`config.mk`:
```
export PLATFORM = sky130hd
export DESIGN_NAME = rdm_slot_sequencer
export DESIGN_NICKNAME = d
export VERILOG_FILES = /design/src/rtl/rdm_pkg.sv /design/src/rtl/rdm_ptr_ctr.sv /design/src/rtl/rdm_slot_sequencer.sv
export SDC_FILE = /design/constraint.sdc
export NUM_CORES = 1
export LEC_CHECK = 0
export CAP_MARGIN = 15
export CORE_MARGIN = 8
export CORE_UTILIZATION = 40
export DETAILED_ROUTE_END_ITERATION = 10
export GPL_TIMING_DRIVEN = 0
export PLACE_DENSITY_LB_ADDON = 0.25
export REMOVE_ABC_BUFFERS = 1
export SLEW_MARGIN = 20
export SYNTH_ARGS = -nofsm -noshare
export SYNTH_HDL_FRONTEND = slang
export SYNTH_SLANG_ARGS = --single-unit
export TNS_END_PERCENT = 20
```
`constraint.sdc`:
```
create_clock -name i_clk -period 2.8 [get_ports i_clk]
set_input_delay 0.84 -clock i_clk [delete_from_list [all_inputs] [get_ports i_clk]]
set_output_delay 0.84 -clock i_clk [all_outputs]
set_load 0.01 [all_outputs]
```
`src/rtl/rdm_pkg.sv`:
```
// Shared types and default geometry for the receive resource demapper slot sequencer.
package rdm_pkg;

    typedef enum logic [1:0] {
        ST_IDLE  = 2'd0,
        ST_WRITE = 2'd1,
        ST_READ  = 2'd2,
        ST_DRAIN = 2'd3
    } rdm_state_t;

    localparam int RDM_SYMS      = 7;
    localparam int RDM_DMRS_IDX  = 3;
    localparam int RDM_ISC_MAX   = 4;
    localparam int RDM_ADDR_W    = 4;
    localparam int RDM_DATA_SYMS = RDM_SYMS - 1;

    // Last RAM address of a slot: data symbols are stored at 0..syms-2.
    function automatic int rdm_last_ptr(input int syms);
        return syms - 2;
    endfunction

endpackage

```
`src/rtl/rdm_ptr_ctr.sv`:
```
// Clearable, enabled wrap counter used for the symbol, write and read pointers.
module rdm_ptr_ctr
    import rdm_pkg::*;
#(
    parameter int P_W   = 4,
    parameter int P_MAX = 5
) (
    input  logic           i_clk,
    input  logic           i_rst,
    input  logic           i_clr,
    input  logic           i_en,
    output logic [P_W-1:0] o_cnt
);

    localparam logic [P_W-1:0] L_MAX = P_W'(P_MAX);

    logic [P_W-1:0] r_cnt;

    always_ff @(posedge i_clk or posedge i_rst) begin
        if (i_rst) begin
            r_cnt <= '0;
        end else if (i_clr) begin
            r_cnt <= '0;
        end else if (i_en) begin
            r_cnt <= (r_cnt == L_MAX) ? '0 : r_cnt + 1'b1;
        end
    end

    assign o_cnt = r_cnt;

endmodule

```
`src/rtl/rdm_slot_sequencer.sv`:
```
// Slot sequencer: writes FFT data symbols into the demapper RAMs, skips DMRS,
// then reads the stored slot back to equalisation under downstream flow control.
module rdm_slot_sequencer
    import rdm_pkg::*;
#(
    parameter int P_SYMS     = RDM_SYMS,
    parameter int P_DMRS_IDX = RDM_DMRS_IDX,
    parameter int P_ISC_MAX  = RDM_ISC_MAX,
    parameter int P_ADDR_W   = RDM_ADDR_W
) (
    input  logic                i_clk,
    input  logic                i_rst,
    input  logic                i_fft_valid,
    input  logic [5:0]          i_isc,
    input  logic                i_out_ready,
    output logic                o_dp_en,
    output logic                o_ram_en,
    output logic                o_we,
    output logic [P_ADDR_W-1:0] o_addr,
    output logic                o_dmrs_valid,
    output logic                o_rd_valid,
    output logic [2:0]          o_valid_count,
    output logic                o_slot_done,
    output logic                o_isc_err,
    output logic                o_overrun
);

    localparam int L_SYM_W = $clog2(P_SYMS);
    localparam logic [L_SYM_W-1:0]  L_DMRS    = L_SYM_W'(P_DMRS_IDX);
    localparam logic [L_SYM_W-1:0]  L_SYM_END = L_SYM_W'(P_SYMS - 1);
    localparam logic [P_ADDR_W-1:0] L_RD_LAST = P_ADDR_W'(rdm_last_ptr(P_SYMS));
    localparam logic [5:0]          L_ISC_MAX = 6'(P_ISC_MAX);

    rdm_state_t          r_state;
    logic                r_dp_en;
    logic                r_ram_en;
    logic                r_we;
    logic [P_ADDR_W-1:0] r_addr;
    logic                r_dmrs_valid;
    logic                r_rd_valid;
    logic [2:0]          r_valid_count;
    logic                r_slot_done;
    logic                r_isc_err;
    logic                r_overrun;
    logic                r_rd_iss;
    logic [2:0]          r_rd_ord;

    logic [L_SYM_W-1:0]  w_sym_cnt;
    logic [P_ADDR_W-1:0] w_wr_ptr;
    logic [P_ADDR_W-1:0] w_rd_ptr;
    logic                w_wr_phase;
    logic                w_rd_phase;
    logic                w_isc_ok;
    logic                w_acc;
    logic                w_dmrs;
    logic                w_wr;
    logic                w_last;
    logic                w_issue;
    logic                w_rd_last;

    assign w_wr_phase = (r_state == ST_IDLE) || (r_state == ST_WRITE);
    assign w_rd_phase = (r_state == ST_READ) || (r_state == ST_DRAIN);
    assign w_isc_ok   = (i_isc <= L_ISC_MAX);
    assign w_acc      = i_fft_valid && w_wr_phase && w_isc_ok;
    assign w_dmrs     = w_acc && (w_sym_cnt == L_DMRS);
    assign w_wr       = w_acc && !w_dmrs;
    assign w_last     = w_acc && (w_sym_cnt == L_SYM_END);
    assign w_issue    = (r_state == ST_READ) && i_out_ready;
    assign w_rd_last  = (w_rd_ptr == L_RD_LAST);

    rdm_ptr_ctr #(.P_W(L_SYM_W), .P_MAX(P_SYMS - 1)) u_sym_cnt (
        .i_clk (i_clk),
        .i_rst (i_rst),
        .i_clr (w_last),
        .i_en  (w_acc),
        .o_cnt (w_sym_cnt)
    );

    rdm_ptr_ctr #(.P_W(P_ADDR_W), .P_MAX(P_SYMS - 2)) u_wr_ptr (
        .i_clk (i_clk),
        .i_rst (i_rst),
        .i_clr (w_last),
        .i_en  (w_wr),
        .o_cnt (w_wr_ptr)
    );

    rdm_ptr_ctr #(.P_W(P_ADDR_W), .P_MAX(P_SYMS - 2)) u_rd_ptr (
        .i_clk (i_clk),
        .i_rst (i_rst),
        .i_clr (r_state == ST_DRAIN),
        .i_en  (w_issue),
        .o_cnt (w_rd_ptr)
    );

    // Read data appears one cycle after the issue, so the ordinal rides a one-stage pipe.
    always_ff @(posedge i_clk or posedge i_rst) begin
        if (i_rst) begin
            r_state       <= ST_IDLE;
            r_dp_en       <= 1'b0;
            r_ram_en      <= 1'b0;
            r_we          <= 1'b0;
            r_addr        <= '0;
            r_dmrs_valid  <= 1'b0;
            r_rd_valid    <= 1'b0;
            r_valid_count <= 3'd0;
            r_slot_done   <= 1'b0;
            r_isc_err     <= 1'b0;
            r_overrun     <= 1'b0;
            r_rd_iss      <= 1'b0;
            r_rd_ord      <= 3'd0;
        end else begin
            r_ram_en      <= 1'b0;
            r_we          <= 1'b0;
            r_dmrs_valid  <= 1'b0;
            r_slot_done   <= 1'b0;
            r_rd_iss      <= 1'b0;
            r_isc_err     <= i_fft_valid && w_wr_phase && !w_isc_ok;
            r_overrun     <= i_fft_valid && w_rd_phase;
            r_rd_valid    <= r_rd_iss;
            r_valid_count <= r_rd_iss ? r_rd_ord : 3'd0;
            case (r_state)
                ST_IDLE, ST_WRITE: begin
                    r_dp_en <= 1'b1;
                    if (w_acc) begin
                        if (w_dmrs) begin
                            r_dmrs_valid <= 1'b1;
                        end else begin
                            r_ram_en <= 1'b1;
                            r_we     <= 1'b1;
                            r_addr   <= w_wr_ptr;
                        end
                        if (w_last) begin
                            r_state <= ST_READ;
                            r_dp_en <= 1'b0;
                        end else begin
                            r_state <= ST_WRITE;
                        end
                    end
                end
                ST_READ: begin
                    r_dp_en <= 1'b0;
                    if (i_out_ready) begin
                        r_ram_en <= 1'b1;
                        r_addr   <= w_rd_ptr;
                        r_rd_iss <= 1'b1;
                        r_rd_ord <= 3'(w_rd_ptr) + 3'd1;
                        if (w_rd_last) begin
                            r_state <= ST_DRAIN;
                        end
                    end
                end
                ST_DRAIN: begin
                    r_slot_done <= 1'b1;
                    r_dp_en     <= 1'b1;
                    r_state     <= ST_IDLE;
                end
                default: begin
                    r_state <= ST_IDLE;
                    r_dp_en <= 1'b0;
                end
            endcase
        end
    end

    assign o_dp_en       = r_dp_en;
    assign o_ram_en      = r_ram_en;
    assign o_we          = r_we;
    assign o_addr        = r_addr;
    assign o_dmrs_valid  = r_dmrs_valid;
    assign o_rd_valid    = r_rd_valid;
    assign o_valid_count = r_valid_count;
    assign o_slot_done   = r_slot_done;
    assign o_isc_err     = r_isc_err;
    assign o_overrun     = r_overrun;

endmodule

```
* After elaboration in Yosys (flattened, before gate mapping)
Cells that the tools add are included.
Word-level totals: bits of input ports 10, bits in registers 32, output and inout port bits 15, word-level logic and storage cells 85
Operators by class: reduce and logical (&&, ||, !) cells 21, add/subtract/negate cells 4, mux-type cells 32, eq/ne operators 11, magnitude comparators 1
Operators by type and width (number):
- $mux 4 | 9
- $mux 3 | 4
- $mux 1 | 11
- $add 4x1->4 const B | 2
- $eq 4x3->1 const B | 2
- $logic_and 1x1->1 | 8
- $mux 2 | 4
- $ne 2x2->1 const B | 4
- $pmux 4 s2 | 1
- $reduce_bool 2->1 | 4
- $add 3x1->3 const B | 2
- $le 6x3->1 const B | 1
- $pmux 2 s3 | 1
- $eq 2x2->1 const B | 2
- $reduce_and 4->1 | 1
- $eq 3x2->1 const B | 1
- $eq 3x3->1 const B | 1
- $pmux 1 s3 | 1
- $reduce_and 3->1 | 1
- $eq 2x1->1 const B | 1
- $logic_not 1->1 | 2
- $logic_not 2->1 | 1
- $logic_or 1x1->1 | 2
- $pmux 1 s2 | 1
- other kinds (2) | 2

* Logic depth before layout (Yosys ltp)
depth in word-level cells 9, mapped depth 6, depth with buffers taken out 6

* Modules after synthesis
Synthesis repeated with hierarchy kept, for this count alone.
Unflattened totals: cell total of the unflattened synthesis 130, area, all modules 1478.9 µm²
Modules (own cells, without submodules):
- rdm_slot_sequencer | cells an instance 68, area an instance 883.3 µm², sequential area each 525.5 µm², times used 1
- rdm_ptr_ctr (u_rd_ptr ...) | cells an instance 23, area an instance 225.2 µm², sequential area each 100.1 µm², times used 2
- rdm_ptr_ctr (u_sym_cnt) | cells an instance 16, area an instance 145.1 µm², sequential area each 75.1 µm², times used 1

* Least setup slack after synthesis
No wires, ideal clock.
path type input to register, start input i_isc[3], end register u_sym_cnt.r_cnt[2], in the netlist u_sym_cnt.o_cnt[2], path slack 0.607 ns, library setup time 0.074 ns, path buffers 1, stages on the path 5, data arrival time 2.119 ns, required time 2.726 ns, path through or3_4 or3_1 buf_2 or3_1 o21ai_2
Between the ends: word-level cells in the longest chain between the ends 4, elaborated cells between the ends (all ways) 5, those cells by class 1 x order compare; 1 x mux; 3 x reduce/logical
RTL lines:
- start, declared | line rdm_slot_sequencer.sv:14 | input logic [5:0] i_isc,
- $le 6x3->1 * | line rdm_slot_sequencer.sv:63 | assign w_isc_ok = (i_isc <= L_ISC_MAX);
- $logic_and 1x1->1 * | line rdm_slot_sequencer.sv:64 | assign w_acc = i_fft_valid && w_wr_phase && w_isc_ok;
- $logic_and 1x1->1 | line rdm_slot_sequencer.sv:67 | assign w_last = w_acc && (w_sym_cnt == L_SYM_END);
- $mux 3 or $reduce_bool 2->1 (tied branches)
- end signal, assigned | line rdm_ptr_ctr.sv:25 | r_cnt <= (r_cnt == L_MAX) ? '0 : r_cnt + 1'b1;
- end, declared | line rdm_ptr_ctr.sv:17 | logic [P_W-1:0] r_cnt;
Mark *: on every way between the ends. The rest lies on a longest branch, timed or not. A chain may end at the register's enable or synchronous reset.

* Worst setup path after layout
start input i_isc[3], end register r_addr[1], in the netlist o_addr[1]
Between the ends: word-level cells in the longest chain between the ends 5, elaborated cells between the ends (all ways) 6, those cells by class 1 x order compare; 2 x eq/ne; 3 x reduce/logical
RTL lines:
- $le 6x3->1 * | line rdm_slot_sequencer.sv:63
- $logic_and 1x1->1 * | line rdm_slot_sequencer.sv:64
- $logic_and 1x1->1 | line rdm_slot_sequencer.sv:65 | assign w_dmrs = w_acc && (w_sym_cnt == L_DMRS);
- $ne 2x2->1 (no source line)
- $reduce_and 4->1 (no source line) *
- end signal, assigned | line rdm_slot_sequencer.sv:130 | r_addr <= w_wr_ptr;
- end signal, assigned | line rdm_slot_sequencer.sv:144 | r_addr <= w_rd_ptr;
- end, declared | line rdm_slot_sequencer.sv:38 | logic [P_ADDR_W-1:0] r_addr;
Marked as above.

==> metrics.cfg <==
[status]
outcome=finished, final reports clean

[pwr]
leakage_nw=0.806
p_per_area_nw_per_um2=722
ir_drop_mv=0.497
power.total_mw=1.29

[yosys]
synthTopCellsByArea=dfrtp_1 56%, o21ai_0 5.6%, ha_1 4.4%
netlist_area_um2=1420
ys.flop_type=dfrtp_1
synth.top_cell.area_share=0.564
yosys.cell_types.count=35
synth_top_area_cell=dfrtp_1
synth_edf_count=0
synth.avg_cell_area_um2=11.0
synth_seq_cells=32
syn_inst=129
yosys_warnings=0
async_flop_share=1.00
ys_seq_area_frac=0.564

[final_layout]
layout-drive-gt1-share=0.107
antenna_cells=0
nets=173
area_growth_syn_to_layout_pct=25.7
final_cell_count_no_fill=205

[clocking]
hold_buffers=0
htree_levels=2
cts.clk_slew.worst_paths_ps=100
cts_tree=built
cts_sinks=32
cts_buffer_depth=2
numCtsBuffers=5
root_buffer=clkbuf_4
cts-resized-gates=0
insertion_delay_ps=330
postCtsSetupBuffers=0

[worst_setup_path]
path_class=in -> reg
worstSetupEndpointType=flop
arrival_ps=2580
path_max_fanout=9
critPathRequiredTime_ps=3010
worst_setup_path_start_kind=input pin
reg2reg_slack_ps=1100

[floorplanning]
die_x_um=75.6
dieArea_um2=5710
io_pins=25
initial_core_util=0.422
die_h_um=75.6
row_count=21
core_area_um2=3360

[placement]
dp_hpwl_mm=1.99
dp.cells=197
gp_congestion=0.745
port_buffers=24
dp_worst_setup_slack_ps=99.3

[sta]
totalNegativeSetupSlack_ps=0
skew_ps=9.19
worst_slew_pin_slew_ps=664
period_share=0.847
drv_slew=0
finalHoldViolCount=0
fin_crit_ps=2370
finalSetupViolCount=0
fin_ws_ps=429
max-slew-margin-rel=0.557
rsz0062_at_grt=false
fmax_mhz=422

[detailed_routing]
wirelength_mm=2.65
drtIter0Drc=48
wl_per_cell_um=12.9
vias=1023
ant_nets=0
drc=0
drt_pass1_iterations=4
avgViaCountPerCell=4.99

[grt]
antenna_found_initial=0
grt_pass1_vias=1028
grt_overflow_total=0
grt_start_max_net_pins=33
grt_usage=0.102
grt_first_pass_wirelength_mm=4.37

[hold_path]
hp-class=reg -> reg

[flow_run]
max-cap-violations=0

-- through the flow --
stage / hold WS [ps] / area [um^2] / utilization
final: 423 / 1780 / 0.531
after global routing: 449 / 1780 / 0.531
after CTS: 429 / 1780 / 0.531
after detailed placement: 408 / 1710 / 0.508
after global placement: 394 / 1710 / 0.508
after floorplan: 372 / 1410 / -
-- flip-flops by register name, summed over array words and instances, names as in the netlist --
signal           cells
o_addr               4
o_dmrs_valid         1
o_dp_en              1
o_isc_err            1
o_overrun            1
o_ram_en             1
o_rd_valid           1
o_slot_done          1
o_valid_count        3
o_we                 1
r_rd_iss             1
r_rd_ord             3
r_state              2
u_rd_ptr.o_cnt       4
u_sym_cnt.o_cnt      3
u_wr_ptr.o_cnt       4
-- layout by cell type, fill, tap and decap left out --
cell type        instances
a21o_1                   1
a21oi_1                  3
a21oi_2                  1
a31oi_1                  1
and2_1                   7
and3b_1                  2
bufinv_16                1
clkbuf_1                 1
clkbuf_4                 5
clkdlybuf4s50_1         24
clkinv_2                 1
dfrtp_1                 32
ha_1                     5
inv_1                    9
inv_2                    1
mux2_1                   3
mux2_2                   4
mux2i_1                  1
nand2_1                 12
nand2b_1                 1
nand3_1                  1
nand3b_1                 2
nand4_1                  2
nor2_1                   6
nor2b_1                  2
nor3_1                   1
nor3_4                   1
nor3b_1                  1
o2111ai_1                1
o21a_1                   1
o21ai_0                 16
o21ai_2                  1
o22ai_1                  1
o311ai_0                 1
o31ai_1                  2
or2_2                    1
or3_1                    2
or3_4                    1
xnor2_1                  1
-- critical path, cell delays in order --
cell             delay (ps)
clkdlybuf4s50_1         390
or3_4                   410
nor3_4                  400
a21oi_2                 190
mux2_1                  340
-- layer usage --
metal,global-route usage,vias to the layer above,routed length (um)
met4,0.0576,0,14
met1,0.120,492,1170
met3,0.0382,2,191
li1,-,502,-
met5,0,-,0
met2,0.156,27,1270
-- final timing paths --
| path | from | to | cells past startpoint |
|---|---|---|---|
| min | r_rd_iss | o_rd_valid | 0 |
| max in group asynchronous | i_rst | o_addr[0] | 2 |
| min in group asynchronous | i_rst | o_isc_err | 2 |
| min reg2reg | r_rd_iss | o_rd_valid | 0 |
| max reg2reg | u_sym_cnt.o_cnt[0] | o_addr[3] | 5 |
| max | i_isc[3] | o_addr[1] | 5 |
-- kinds of logic after synthesis --
logic type	count (synthesis)	synth area share
simple gates	42	0.168
compound gates	29	0.122
fa+ha+maj	5	0.0441
mux	8	0.0626
xor+xnor	1	0.00617
flops	32	0.564
buf+inv	12	0.0326
-- cell type report --
cell class                 instances  area, um^2
clock buffer                       6        41.3
clock inverter                     2        35.0
fill                             325        1580
inverter                          10        37.5
multi-input combinational         85         572
sequential                        32         801
tap                               46        57.6
timing repair buffer              24         240
-- Yosys cell counts, drive strengths merged, types with 3 or more instances --
library cell,count
a21oi,4
and2,7
dfrtp,32
ha,5
inv,10
mux2,7
nand2,12
nor2,6
o21ai,17
or3,3
-- report_power, final --
part	switching, mW	total, mW	internal (mW)
Combinational	0.144	0.316	0.172
Sequential	0.0833	0.631	0.548
Clock	0.154	0.341	0.187
Power figures use the tool's default switching activity.
